`src/rtl/pipe_hazard_ctrl.sv`:
```
// pipe_hazard_ctrl: load-use stall, redirect/jump flush and youngest-wins operand forwarding over NSTG post-ID stages
module pipe_hazard_ctrl #(
    parameter int NSTG = 3,
    parameter int RAW = 5,
    parameter int LOAD_STG = 1,
    localparam int FSW = $clog2(NSTG)
) (
    input  logic            clk,
    input  logic            reset,
    input  logic            id_valid,
    input  logic [RAW-1:0]  id_rs,
    input  logic [RAW-1:0]  id_rt,
    input  logic            id_rs_used,
    input  logic            id_rt_used,
    input  logic [RAW-1:0]  id_dst,
    input  logic            id_regwrite,
    input  logic            id_memread,
    input  logic            id_jump,
    input  logic            ex_redirect,
    output logic            pc_we,
    output logic            ifid_we,
    output logic            ifid_flush,
    output logic            idex_bubble,
    output logic [FSW-1:0]  fwd_a,
    output logic [FSW-1:0]  fwd_b,
    output logic [NSTG-1:0] stage_valid,
    output logic [31:0]     stall_cnt
);
    logic [NSTG-1:0] v;
    logic            rw    [NSTG];
    logic            mr    [NSTG];
    logic [RAW-1:0]  rs_q  [NSTG];
    logic [RAW-1:0]  rt_q  [NSTG];
    logic [RAW-1:0]  dst_q [NSTG];
    logic [31:0]     cnt;
    logic            redir, stall, load_hit, rs_hot, rt_hot;

    assign redir       = ex_redirect & v[0];
    assign rs_hot      = id_rs_used & (id_rs != '0);
    assign rt_hot      = id_rt_used & (id_rt != '0);
    assign stall       = id_valid & ~redir & load_hit;
    assign pc_we       = ~stall | redir;
    assign ifid_we     = pc_we;
    assign idex_bubble = stall | redir;
    assign ifid_flush  = redir | (id_jump & id_valid & ~stall);
    assign stage_valid = v;
    assign stall_cnt   = cnt;

    always_comb begin
        load_hit = 1'b0;
        for (int s = 0; s < LOAD_STG; s++)
            load_hit = load_hit | (v[s] & mr[s] & (dst_q[s] != '0) &
                       ((rs_hot & (dst_q[s] == id_rs)) | (rt_hot & (dst_q[s] == id_rt))));
    end

    // descending scan so the youngest matching stage is the last writer
    always_comb begin
        fwd_a = '0;
        fwd_b = '0;
        for (int k = NSTG - 1; k >= 1; k--) begin
            if (v[0] && v[k] && rw[k] && dst_q[k] != '0 && dst_q[k] == rs_q[0]) fwd_a = FSW'(k);
            if (v[0] && v[k] && rw[k] && dst_q[k] != '0 && dst_q[k] == rt_q[0]) fwd_b = FSW'(k);
        end
    end

    always_ff @(posedge clk or posedge reset) begin
        if (reset) begin
            v   <= '0;
            cnt <= '0;
            for (int k = 0; k < NSTG; k++) begin
                rw[k]    <= 1'b0;
                mr[k]    <= 1'b0;
                rs_q[k]  <= '0;
                rt_q[k]  <= '0;
                dst_q[k] <= '0;
            end
        end else begin
            v        <= {v[NSTG-2:0], id_valid & ~stall & ~redir};
            rw[0]    <= id_regwrite;
            mr[0]    <= id_memread;
            rs_q[0]  <= id_rs;
            rt_q[0]  <= id_rt;
            dst_q[0] <= id_dst;
            for (int k = 1; k < NSTG; k++) begin
                rw[k]    <= rw[k-1];
                mr[k]    <= mr[k-1];
                rs_q[k]  <= rs_q[k-1];
                rt_q[k]  <= rt_q[k-1];
                dst_q[k] <= dst_q[k-1];
            end
            if (stall && cnt != '1) cnt <= cnt + 32'd1;
        end
    end
endmodule

```
`config.mk`:
```
export PLATFORM = sky130hd
export DESIGN_NAME = pipe_hazard_ctrl
export DESIGN_NICKNAME = d
export VERILOG_FILES = /design/src/rtl/pipe_hazard_ctrl.sv
export SDC_FILE = /design/constraint.sdc
export NUM_CORES = 1
export LEC_CHECK = 0
export CORE_MARGIN = 2
export CORE_UTILIZATION = 40
export CTS_CLUSTER_SIZE = 24
export DETAILED_ROUTE_END_ITERATION = 8
export GPL_ROUTABILITY_DRIVEN = 0
export GPL_TIMING_DRIVEN = 0
export PLACE_DENSITY = 0.77
export SLEW_MARGIN = 20
export SYNTH_ARGS = -nofsm -noshare
export SYNTH_HDL_FRONTEND = slang
export SYNTH_SLANG_ARGS = --single-unit
```
`constraint.sdc`:
```
create_clock -name clk -period 2.7 [get_ports clk]
set_input_delay 0.54 -clock clk [delete_from_list [all_inputs] [get_ports clk]]
set_output_delay 0.54 -clock clk [all_outputs]
set_load 0.05 [all_outputs]
```
==> impl_summary.log <==
[metrics] result of the run: completed
[metrics] synthesized area: 0.00291 mm^2
[metrics] max-capacitance violation count: 0
[metrics] switching power: 479 uW
[metrics] pre-CTS setup slack: -0.881 ns
[metrics] synthesized instance count: 250
[metrics] GRT Resource Usage Total: 17.8%
[metrics] final cell count without fillers: 434
[metrics] WS Path Type: in2out
[metrics] final antenna diode count: 0
[metrics] Worst Max-Slew Pin Slew: 0.512 ns
[metrics] data arrival time of the critical path: 2.13 ns
[metrics] core area: 0.00714 mm^2
[metrics] clock tree skew after final layout: 0.00633 ns
[metrics] WL met2: 3.42 mm
[metrics] Max Slew Vio Count: 0
[metrics] IO Pins: 67
[metrics] Leakage: 0.00174 uW
[metrics] standard-cell rows: 31
[metrics] horizontal die dimension: 89.3 um
[metrics] share of cells above drive strength 1: 18.8%
[metrics] Hold Buf Count CTS: 0
[metrics] total placed cells including tap cells: 416
[metrics] Starting Density: 40.8%
[metrics] number of global-route vias before repair: 2229
[metrics] maximum number of pins on one net before global-route repair: 35
[metrics] number of warnings reported in the yosys synthesis log: 0
[metrics] die span in y: 89.3 um
[metrics] deepest clock path buffer count: 2
[metrics] clock buffer count from CTS: 9
[metrics] total power density per cell area: 511 mW/mm^2
[metrics] initial antenna violation count: 0
[metrics] half-perimeter wire length after placement: 4.66 mm
[metrics] H-tree level count: 3
[metrics] Peak supply drop: 0.389 mV
[metrics] logic depth of the worst register-to-register path: 7
[metrics] routed wl met3: 346 um
[metrics] highest layer used for signal routing: met4
[metrics] via/cell ratio: 5.02
[metrics] DRC errors left: 0
[metrics] Remaining Overflow, GRT: 0
[metrics] async set-or-reset flop fraction in the synthesized netlist: 100%
[metrics] relative contribution of sequential cells to total power: 49.2%
[metrics] final hold vios: 0
[metrics] source-to-sink clock delay at the later pin of the worst-skew pair: 0.33 ns
[metrics] number of DRC markers after the initial detailed-route iteration: 47
[metrics] sum of routed wire segments on met1: 2.83 mm
[metrics] Via Count: 2177
[metrics] combinational fraction of design power: 8.3%
[metrics] main area contributors after synthesis: dfrtp_1, xor2_1, xnor2_1
[metrics] share of the cycle needed by the critical path after routing: 99.1%
[metrics] synthesis-to-layout area growth: 39.3%
[metrics] Synth Net Count: 275
[metrics] antenna violation net count after detailed routing: 0
[metrics] final WL: 6.73 mm
[metrics] worst flop-to-flop path endpoint: stall_cnt[1]
[metrics] area share of the largest cell type after synthesis: 55.0%
[metrics] FF+latch count, synth: 64
[metrics] detailed-router iteration count before antenna repair: 4
[metrics] r2r setup slk: 0.39 ns
[metrics] sequential cell area fraction in the yosys report: 55.0%
[metrics] worst setup slack after layout: 0.0251 ns
[metrics] Final Critical Period: 2.67 ns
[metrics] post-synthesis cell type with the largest combined area: dfrtp_1
[metrics] wire length of the first global-routing pass: 10.7 mm
[metrics] startpoint class of the critical path: input port
[metrics] total clock sinks: 64
[metrics] mean cell area of the mapped netlist: 11.6 um^2
[metrics] CTS tree: built
[metrics] Clock transition at path regs: 0.07 ns
[metrics] number of flops mapped to enable cells by yosys: 0
[metrics] design internal power: 1590 uW
[metrics] highest clock rate: 374 MHz
[metrics] wire per inst: 15.5 um
[metrics] clock root buffer: clkbuf_8
[metrics] count of cell types in the netlist: 36
[metrics] port bufs: 66
[metrics] source of the worst register-to-register timing path: stall_cnt[0]
[metrics] flip-flop cell with the highest count after synthesis: dfrtp_1
[metrics] Die Area: 0.00797 mm^2
[metrics] switching part of the total power: 23.1%
[metrics] capture point of the critical path: pc_we
[metrics] Rel. slew slack: 65.8%
[metrics] Hold WC Path Type: reg2reg
[metrics] Critical Path End Type: output port
[metrics] Clk pwr share: 42.5%
[metrics] final net count: 355
[metrics] largest fanout on the critical path: 5
[metrics] start point of the critical path: id_rt[1]
[metrics] Setup violations, final: 0
[metrics] WP data required: 2.16 ns
Yosys cell counts, drive strengths merged, types with 2 or more instances:
master	n
nand4	11
nand3	20
xor2	38
mux2	2
nor3	17
o21ai	2
o2111ai	2
dfrtp	64
nand2b	4
inv	7
xnor2	20
nor2	14
buf	4
a21oi	2
and3	2
nor4	11
or4	6
nand2	15
metrics by stage:
step | util (%) | cell area, um^2 | setup TNS, ns | hold slack [ns] | total power, uW
after floorplan | - | 2950 | -0.440 | 0.331 | 1120
after global placement | 52.3 | 3730 | -32.75 | 0.338 | 1190
after detailed placement | 52.6 | 3750 | -5.34 | 0.340 | 1200
after global routing | 56.8 | 4050 | -0.124 | 0.357 | 2150
after CTS | 55.9 | 3990 | 0 | 0.355 | 2080
final | 56.8 | 4050 | 0 | 0.353 | 2070
power by group through the flow:
stage               combinational, uW  clock (uW)  sequential [uW]
floorplan                        75.2           0             1050
global placement                  159           0             1030
detailed placement                167           0             1030
CTS                               167         895             1020
global route                      186         937             1020
finish                            172         880             1020
layer usage:
metal  vias to the layer above  GRT usage, %
met5                         -             0
met4                         0          8.14
met3                        12          4.16
met2                        61          29.8
met1                      1073          21.9
li1                       1031             -
cell usage in the layout (no fill, tap or decap), types with 2 or more instances in the layout:
| cell | n |
|---|---|
| buf_6 | 3 |
| nor3_2 | 4 |
| nand2b_1 | 4 |
| nor2_1 | 14 |
| nand4_2 | 2 |
| nand3_2 | 2 |
| xor2_1 | 38 |
| nor4_1 | 3 |
| nand3_1 | 18 |
| nand2_1 | 14 |
| or4_4 | 2 |
| or4_1 | 4 |
| inv_1 | 6 |
| nor4_2 | 8 |
| clkbuf_8 | 13 |
| dlygate4sd2_1 | 4 |
| nor3_1 | 12 |
| xnor2_1 | 20 |
| clkdlybuf4s50_1 | 53 |
| buf_4 | 8 |
| dfrtp_1 | 64 |
| a21oi_4 | 2 |
| nand4_1 | 8 |
flip-flops by register name, summed over array words and instances, names as in the netlist:
register	count
stall_cnt	32
rs_q	5
rw	3
dst_q	15
mr	1
rt_q	5
stage_valid	3
critical path, stage by stage:
cell	delay [ns]
dlygate4sd2_1	0.28
or4_4	0.57
a21oi_4	0.20
nor3_2	0.09
o21ai_4	0.20
buf_6	0.13
buf_8	0.13
worst min path at each step:
stage / start / end / slack (ns) / cells after the start
final: rw[2] / rw[1] / 0.35 / 0
after global routing: rw[2] / rw[1] / 0.36 / 0
after CTS: rw[2] / rw[1] / 0.36 / 0
after detailed placement: rw[2] / rw[1] / 0.34 / 0
after global placement: rw[2] / rw[1] / 0.34 / 0
after floorplan: rw[2] / rw[1] / 0.33 / 0
kinds of logic (layout without fill, tap and decap cells):
group                    Yosys count  count (layout)  share of synthesized area [%]
AND/OR/NAND/NOR                  106             106                           22.1
flip-flops                        64              64                           55.0
AO/OA/AOI/OAI                      8               8                           2.19
buffers and inverters             11              96                           2.06
XOR/XNOR                          58              58                           17.5
multiplexers                       2               2                          0.774
adder cells (fa/ha/maj)            1               1                          0.430
timing repair:
item / in CTS / in global routing
buffers inserted: 2 / 0
pin swaps: 4 / 5
resized for setup: 55 / 13
setup endpoints to repair: 8 / 8
area by class of cell:
class / instances / area [um^2]
Inverter: 7 / 28.8
Timing Repair Buffer: 69 / 683
Clock buffer: 14 / 183
Clock inverter: 2 / 35.0
Buffer: 4 / 37.5
Tap cell: 99 / 124
Sequential cell: 64 / 1600
Multi-Input combinational cell: 175 / 1360
Fill cell: 618 / 3080
Note: power is estimated with default switching activity, not from simulation.
